**src/rtl/sqrt_iter_hs.sv**
```systemverilog
// sqrt_iter_hs: iterative unsigned integer square root, one root bit per clock.
// Operand side and result side are both valid/ready handshakes. A new operand
// can be accepted on the same edge that retires the previous result.
//
// Ports:
//   clk, rst_n            clock, asynchronous active-low reset
//   in_valid_i/in_ready_o operand handshake (in_ready_o is combinational)
//   x_i, round_i          operand and rounding mode (0 floor, 1 nearest)
//   out_valid_o/out_ready_i result handshake, results held under backpressure
//   root_o                root; MSB only set by round-to-nearest overflow
//   rem_o                 x - floor_root^2, independent of rounding mode
//   exact_o               rem_o == 0
// W must be even and at least 4.
module sqrt_iter_hs #(
  parameter int unsigned W = 16
) (
  input  logic           clk,
  input  logic           rst_n,
  input  logic           in_valid_i,
  output logic           in_ready_o,
  input  logic [W-1:0]   x_i,
  input  logic           round_i,
  output logic           out_valid_o,
  input  logic           out_ready_i,
  output logic [W/2:0]   root_o,
  output logic [W/2:0]   rem_o,
  output logic           exact_o
);

  localparam int unsigned R  = W / 2;
  localparam int unsigned CW = $clog2(R + 1);

  typedef enum logic [1:0] {IDLE, CALC, DONE} state_t;

  state_t         state;
  logic [W-1:0]   x_q;
  logic           round_q;
  logic [R-1:0]   root_acc;
  logic [R+1:0]   rem_acc;
  logic [CW-1:0]  cnt;

  logic           accept;
  logic [R+1:0]   rem_sh;
  logic [R+1:0]   trial;
  logic           ge;
  logic [R+1:0]   rem_nx;
  logic [R-1:0]   root_nx;
  logic           rnd_up;

  // Ready in IDLE, or in DONE when the current result is being consumed.
  assign in_ready_o = (state == IDLE) || ((state == DONE) && out_ready_i);
  assign accept     = in_valid_i && in_ready_o;

  // One restoring-sqrt step: bring down the next operand bit pair (MSB first).
  always_comb begin
    rem_sh  = (R+2)'({rem_acc, x_q[W-1 -: 2]});
    trial   = {root_acc, 2'b01};
    ge      = (rem_sh >= trial);
    rem_nx  = ge ? (rem_sh - trial) : rem_sh;
    root_nx = R'({root_acc, ge});
    // Round up when x > r^2 + r, i.e. x lies past (r + 0.5)^2.
    rnd_up  = round_q && (rem_nx > (R+2)'(root_nx));
  end

  // Control, datapath and registered result outputs.
  always_ff @(posedge clk or negedge rst_n) begin
    if (!rst_n) begin
      state       <= IDLE;
      x_q         <= '0;
      round_q     <= 1'b0;
      root_acc    <= '0;
      rem_acc     <= '0;
      cnt         <= '0;
      out_valid_o <= 1'b0;
      root_o      <= '0;
      rem_o       <= '0;
      exact_o     <= 1'b0;
    end else begin
      case (state)
        IDLE: begin
          if (accept) begin
            x_q      <= x_i;
            round_q  <= round_i;
            root_acc <= '0;
            rem_acc  <= '0;
            cnt      <= CW'(R);
            state    <= CALC;
          end
        end
        CALC: begin
          x_q      <= {x_q[W-3:0], 2'b00};
          root_acc <= root_nx;
          rem_acc  <= rem_nx;
          cnt      <= cnt - CW'(1);
          if (cnt == CW'(1)) begin
            root_o      <= (R+1)'({1'b0, root_nx}) + (R+1)'(rnd_up);
            rem_o       <= rem_nx[R:0];
            exact_o     <= (rem_nx == '0);
            out_valid_o <= 1'b1;
            state       <= DONE;
          end
        end
        DONE: begin
          if (out_ready_i) begin
            out_valid_o <= 1'b0;
            if (accept) begin
              x_q      <= x_i;
              round_q  <= round_i;
              root_acc <= '0;
              rem_acc  <= '0;
              cnt      <= CW'(R);
              state    <= CALC;
            end else begin
              state <= IDLE;
            end
          end
        end
        default: state <= IDLE;
      endcase
    end
  end

endmodule

```
**config.mk**
```make
export PLATFORM = sky130hd
export DESIGN_NAME = sqrt_iter_hs
export DESIGN_NICKNAME = d
export VERILOG_FILES = /design/src/rtl/sqrt_iter_hs.sv
export SDC_FILE = /design/constraint.sdc
export NUM_CORES = 1
export LEC_CHECK = 0
export CORE_ASPECT_RATIO = 0.8
export CORE_MARGIN = 2
export CORE_UTILIZATION = 52
export CTS_BUF_LIST = sky130_fd_sc_hd__clkbuf_4 sky130_fd_sc_hd__clkbuf_8
export CTS_CLUSTER_SIZE = 30
export DETAILED_ROUTE_END_ITERATION = 8
export PLACE_DENSITY = 0.86
export REMOVE_ABC_BUFFERS = 1
export SLEW_MARGIN = 20
export SYNTH_ARGS = -nofsm -noshare
export SYNTH_HDL_FRONTEND = slang
export SYNTH_SLANG_ARGS = --single-unit
```
**constraint.sdc**
```tcl
create_clock -name clk -period 3.7 [get_ports clk]
set_input_delay 1.11 -clock clk [delete_from_list [all_inputs] [get_ports clk]]
set_output_delay 1.11 -clock clk [all_outputs]
set_load 0.02 [all_outputs]
```
Word level (Yosys, flattened, before mapping)
Index checks and enable logic that the tools add are counted.
{ "op_classes": {"add_sub_neg": 3, "n_lt_le_gt_ge": 2, "n_eq_ne": 6, "muxes": 24, "reduce_logical": 14} }
{ "ops": {"columns": ["cell", "n"], "rows": [
  ["16-bit one-hot mux with 3 select lines", 1],
  ["16-bit two-way mux", 2],
  ["10-bit two-way mux", 3],
  ["10-bit one-hot mux with 3 select lines", 1],
  ["8-bit one-hot mux with 3 select lines", 1],
  ["8-bit two-way mux", 2],
  ["4-bit one-hot mux with 3 select lines", 1],
  ["10-bit >= comparator", 1],
  ["10-bit by 8-bit > comparator with 1-bit output", 1],
  ["10-bit logical NOT", 1],
  ["10-bit subtractor", 1],
  ["8-bit by 1-bit adder with 9-bit output", 1],
  ["4-bit two-way mux", 2],
  ["2-bit two-way mux", 3],
  ["2-bit inequality test (second input constant)", 3],
  ["2-bit one-hot mux with 3 select lines", 1],
  ["2-bit AND reduction", 3],
  ["3-bit AND reduction", 2],
  ["1-bit two-way mux", 5],
  ["4-bit by 1-bit == test with 1-bit output (second input constant)", 1],
  ["1-bit one-hot mux with 2 select lines", 2],
  ["2-bit nonzero test", 2],
  ["4-bit by 1-bit subtractor with 4-bit output (second input constant)", 1],
  ["1-bit logical AND", 3],
  ["5 further kinds", 5]
]} }
{ "totals": {"reg_bits": 61, "inputBits": 21, "output_inout_bits": 21, "word_cells": 59} }

Logic depth before layout (Yosys ltp)
{ "logic_depth": {"word_depth": 7, "mapped_depth": 24} }

Worst setup path before layout
No wires, ideal clock.
{ "synth_timing": {"path_type": "register to register", "startpoint": "register root_acc[1]", "endpoint": "register root_o[6]", "arrival_ns": 3.689, "t_required_ns": 3.561, "path_slack_ns": -0.128, "path_stages_with_launch": 24, "path_buffers": 2, "period_less_slack_ns": 3.828, "path_cell_list": "dfrtp_1 inv_1 ha_1 o21ai_2 a21oi_2 o21ai_1 nand4_1 buf_4 buf_2 o21ai_0 inv_1 ha_1 a21oi_1 o21ai_0 nand3_1 a21oi_1 a2bb2oi_1 o31a_1 ha_1 ha_1 nand3_1 nor3_1 xnor2_1 o21ai_0"} }
{ "synth_between": {"elab_chain_len": 5, "word_cells_on_any_way": 6, "classes_between": "2 x add/sub; 2 x order compare; 1 x mux; 1 x reduce/logical"} }
{ "synth_lines": {"columns": ["element", "line", "rtl"], "rows": [
  ["start: declaration", "38", "logic [R-1:0] root_acc;"],
  ["start signal: assignment", "92", "root_acc <= root_nx;"],
  ["10-bit >= comparator", "58", "ge = (rem_sh >= trial);"],
  ["10-bit two-way mux", "59", "rem_nx = ge ? (rem_sh - trial) : rem_sh;"],
  ["net rem_nx[1]", "46", "logic [R+1:0] rem_nx;"],
  ["10-bit by 8-bit > comparator with 1-bit output", "62", "rnd_up = round_q && (rem_nx > (R+2)'(root_nx));"],
  ["1-bit logical AND", "62", null],
  ["8-bit by 1-bit adder with 9-bit output", "96", "root_o <= (R+1)'({1'b0, root_nx}) + (R+1)'(rnd_up);"],
  ["end signal: assignment", "96", null],
  ["end: declaration", "25", "output logic [W/2:0] root_o,"]
]} }
The timed path passes the listed nets, and every way through them passes these cells.
A chain may end at the register's enable or synchronous reset.

Worst setup path after layout
{ "layout_timing": {"startpoint": "register rem_acc[4]", "endpoint": "register root_o[7]"} }
{ "layout_between": {"elab_chain_len": 5, "word_cells_on_any_way": 6, "classes_between": "2 x add/sub; 2 x order compare; 1 x mux; 1 x reduce/logical"} }
{ "layout_lines": {"columns": ["element", "line", "rtl"], "rows": [
  ["start: declaration", "39", "logic [R+1:0] rem_acc;"],
  ["start signal: assignment", "93", "rem_acc <= rem_nx;"],
  ["10-bit >= comparator", "58", null],
  ["10-bit two-way mux", "59", null],
  ["net rem_nx[3]", "46", null],
  ["10-bit by 8-bit > comparator with 1-bit output", "62", null],
  ["1-bit logical AND", "62", null],
  ["8-bit by 1-bit adder with 9-bit output", "96", null]
]} }
The timed path passes the listed nets, and every way through them passes these cells.

==> impl.org <==
** Timing
- Static timing analysis puts the maximum clock frequency at 0.259 GHz.
- Measured against its own limit, the worst slew margin works out to 44.4%.
- Number of pins exceeding their max-slew limit in the final report :: 0
- Crit share post-route :: 104%
- Unrepaired setup endpoints after global routing :: yes
- Final hold violation count :: 0
- Worst slew pin tran :: 833 ps
- Clock period minus worst slack :: 3860 ps
- After routing, the total negative slack on setup checks comes to -537 ps.
- Across the routed clock network, the largest skew measured is 7.57 ps.
- Post-layout worst setup margin :: -156 ps
- Count of final setup violators :: 7

** Drt
- Total routed wirelength :: 9690 microns
- Wire length per cell :: 17.7 microns
- The first routing iteration left 208 violations.
- Once detail routing completed, the nets flagged for antenna violations numbered 0.
- Top Layer Used :: met4
- Detailed routing inserted a total of 3128 vias.
- Residual DRC count :: 0
- Number of detailed-route iterations in the first pass :: 5
- WL met3 :: 466 microns
- Wire length on met2 :: 4910 microns
- Met1 Wirelength :: 4060 microns
- Dividing the detail-routed via count by the number of cells gives 5.73.

** Setup path
- Launching point of the worst reg2reg path :: rem_acc[4]$_DFFE_PN0P_
- The critical path starts at rem_acc[4]$_DFFE_PN0P_.
- Class of the most critical setup path :: flop to flop
- STA classifies the critical path endpoint as a flop.
- At the worst endpoint, the arrival time is 4080 ps.
- STA classifies the critical path startpoint as a flop.
- Critical path fanouts, max :: 5
- Worst Reg2Reg Path Length in Cells :: 20
- Data required time at the worst endpoint :: 3920 ps

** CTS
- The tree is rooted in a sky130_fd_sc_hd__clkbuf_8.
- The clock tree synthesis step divided the H-tree into 3 levels.
- After clock tree synthesis, the clock-pin slew on the worst setup and hold paths is 70 ps.
- TritonCTS built the clock tree.
- Clock buffers created by TritonCTS :: 9
- The tree built by TritonCTS fans out to 59 sinks.
- Cts-stage hold buffer count :: 0
- Max Buffers Root-to-Sink :: 2
- Clock latency at the later pin of the worst-skew pair :: 340 ps

** Synth
- Synthesized instance count :: 359
- Dividing the synthesized area by the synthesized cell count gives 9.21 sq um.
- Counting distinct cell types in the post-synthesis netlist gives 52.
- Yosys instantiated no cell more often than sky130_fd_sc_hd__nand2_1.
- Main flop type after synthesis :: sky130_fd_sc_hd__dfrtp_1
- Sequential share of the synthesized area :: 44.6%
- In this run, synthesis inferred 0 flip-flops with an integrated enable.
- The mapped netlist covers 3310 sq um.
- After synthesis, the cell types taking the most area are sky130_fd_sc_hd__dfrtp_1, sky130_fd_sc_hd__ha_1, sky130_fd_sc_hd__nand2_1.
- Yosys top cell area share :: 44.6%
- Most frequent cells after synthesis :: sky130_fd_sc_hd__nand2_1, sky130_fd_sc_hd__dfrtp_1, sky130_fd_sc_hd__o21ai_0, sky130_fd_sc_hd__ha_1, sky130_fd_sc_hd__inv_1
- The biggest area contributor in the post-synthesis netlist is sky130_fd_sc_hd__dfrtp_1.
- During synthesis, Yosys emitted a total of 0 warnings.
- Async set or reset register ratio after synthesis :: 100%
- Number of storage elements in the synthesis netlist :: 59

** Place
- Buffers on Ports :: 41
- Placement-stage cell area :: 4160 sq um
- Count of placed standard cells including taps :: 520
- The congestion estimate from routability-driven global placement came to 0.958.
- Detailed placement finished with a half-perimeter wire length of 6370 microns.

** Floorplan
- Full die area :: 7020 sq um
- Initial standard-cell utilization of the core :: 54.8%
- During I/O placement, the number of pins put on the boundary was 42.
- The total area inside the core boundary comes to 6040 sq um.
- Overall die width :: 93.2 microns
- The floorplan step set the die height to 75.3 microns.
- Number of core rows :: 25

** Cells and area
- After the last flow step, the layout net total stands at 505.
- Share of final-layout standard cells stronger than drive strength 1 :: 31.0%
- Count of fill cells added during filler insertion :: 386
- Non-filler instance count after layout :: 546
- The area growth from synthesis to layout is 44.0%.
- The finished cells cover 4760 sq um.
- 0 antenna diodes ended up in the layout.

** GRT
- Total overflow reported by the global router :: 0
- Via count of the first global-routing pass :: 3116
- First-pass GRT wire length :: 14700 microns
- Number of antenna violations at the first check in global routing :: 0
- GRT Resource Usage Total :: 27.6%
- Entering global routing, the biggest net connects 60 pins.

** Worst hold path
- The path class of the tightest hold or removal check is flop to flop.
- Min-Delay Path Depth :: 2
- Start point of the worst hold path :: x_q[6]$_DFFE_PN0P_

** Run status
- The flow ran to the end, but the final reports show violations.
- Violations in the final reports :: negative setup slack

** Flow run
- Number of max-cap violations :: 0
[through the flow]
| stage | setup slack, ps | util (%) | hold WS, ps |
|---|---|---|---|
| after global placement | 74.0 | 68.9 | 461 |
| final | -156 | 78.9 | 480 |
| after floorplan | -525 | - | 447 |
| after detailed placement | -158 | 68.9 | 468 |
| after global routing | -235 | 78.9 | 516 |
| after CTS | 11.7 | 74.9 | 485 |
[worst paths after layout]
kind,endpoint,slack [ps]
min reg2reg,x_q[6]$_DFFE_PN0P_,480
min,x_q[6]$_DFFE_PN0P_,480
min in group asynchronous,root_o[3]$_DFFE_PN0P_,910
max,root_o[7]$_DFFE_PN0P_,-160
max in group asynchronous,rem_acc[5]$_DFFE_PN0P_,2260
max reg2reg,root_o[7]$_DFFE_PN0P_,-160
[flip-flops by register name (all words and copies together), names as in the netlist, 2 cells and up]
signal,flops
root_acc,8
rem_o,9
x_q,16
rem_acc,8
state,2
root_o,9
cnt,4
[worst max-delay path: stages, from the launching register on]
cell and delay [ps]:
sky130_fd_sc_hd__dfrtp_1 420, sky130_fd_sc_hd__ha_4 320, sky130_fd_sc_hd__a21o_1 150, sky130_fd_sc_hd__nand4_1 170
sky130_fd_sc_hd__nand4_1 220, sky130_fd_sc_hd__buf_6 170, sky130_fd_sc_hd__mux2i_4 270, sky130_fd_sc_hd__inv_2 80
sky130_fd_sc_hd__ha_4 290, sky130_fd_sc_hd__nand2_4 50, sky130_fd_sc_hd__o21ai_1 140, sky130_fd_sc_hd__nand3_1 130
sky130_fd_sc_hd__a21oi_2 170, sky130_fd_sc_hd__a2bb2oi_2 160, sky130_fd_sc_hd__o31a_1 140, sky130_fd_sc_hd__ha_2 210
sky130_fd_sc_hd__and3_4 210, sky130_fd_sc_hd__nand2_4 60, sky130_fd_sc_hd__nor2_4 130, sky130_fd_sc_hd__xnor2_2 120
sky130_fd_sc_hd__o21ai_1 90
[metal layers]
metal | track usage [%] | vias to the layer above
met1 | 33.7 | 1545
met3 | 7.12 | 23
met2 | 48.0 | 96
li1 | - | 1464
met4 | 10.9 | 0
met5 | 0 | -
[final cells by class]
type / instances / area (sq um) / share of cell area (%)
Clock buffer: 11 / 145 / 3.05
Timing Repair Buffer: 108 / 916 / 19.2
Clock inverter: 3 / 40.0 / 0.841
Multi-Input combinational cell: 262 / 2000 / 42.0
Tap cell: 81 / 101 / 2.13
Inverter: 22 / 82.6 / 1.73
Sequential cell: 59 / 1480 / 31.0
[cell families (layout without fill, tap and decap cells)]
logic type / Yosys count / in the layout / share of synthesized area (%)
flip-flops: 59 / 59 / 44.6
multiplexers: 15 / 15 / 4.88
XOR/XNOR: 16 / 16 / 4.24
AO/OA/AOI/OAI: 85 / 85 / 16.3
buffers and inverters: 38 / 144 / 4.50
AND/OR/NAND/NOR: 124 / 124 / 17.1
adder cells (fa/ha/maj): 22 / 22 / 8.32
[what timing repair did]
action / 4_1_cts / 5_1_grt
setup buffers: 5 / 7
pin swaps: 7 / 22
cloned: 0 / 0
endpoints found under the hold margin: 0 / 0
resized for setup: 27 / 40
setup endpoints to repair: 8 / 8
[cell usage in the layout, fill, tap and decap left out, types with 4 or more instances in the layout]
cell type and count:
sky130_fd_sc_hd__nand3_1 18, sky130_fd_sc_hd__buf_4 65, sky130_fd_sc_hd__mux2_2 9, sky130_fd_sc_hd__xnor2_1 9
sky130_fd_sc_hd__clkdlybuf4s50_1 40, sky130_fd_sc_hd__dfrtp_1 57, sky130_fd_sc_hd__o21ai_1 7, sky130_fd_sc_hd__o21ai_0 27
sky130_fd_sc_hd__inv_1 14, sky130_fd_sc_hd__ha_1 7, sky130_fd_sc_hd__a21oi_1 9, sky130_fd_sc_hd__nand2_1 59
sky130_fd_sc_hd__xor2_1 5, sky130_fd_sc_hd__nor2_1 16, sky130_fd_sc_hd__clkbuf_8 10, sky130_fd_sc_hd__a22oi_1 7
sky130_fd_sc_hd__ha_4 13, sky130_fd_sc_hd__a22o_1 4, sky130_fd_sc_hd__a31oi_1 7, sky130_fd_sc_hd__inv_2 8
Power is left out: the tool's default activity adds up to more than one toggle a clock period on the data nets, which glitch-free logic cannot reach.
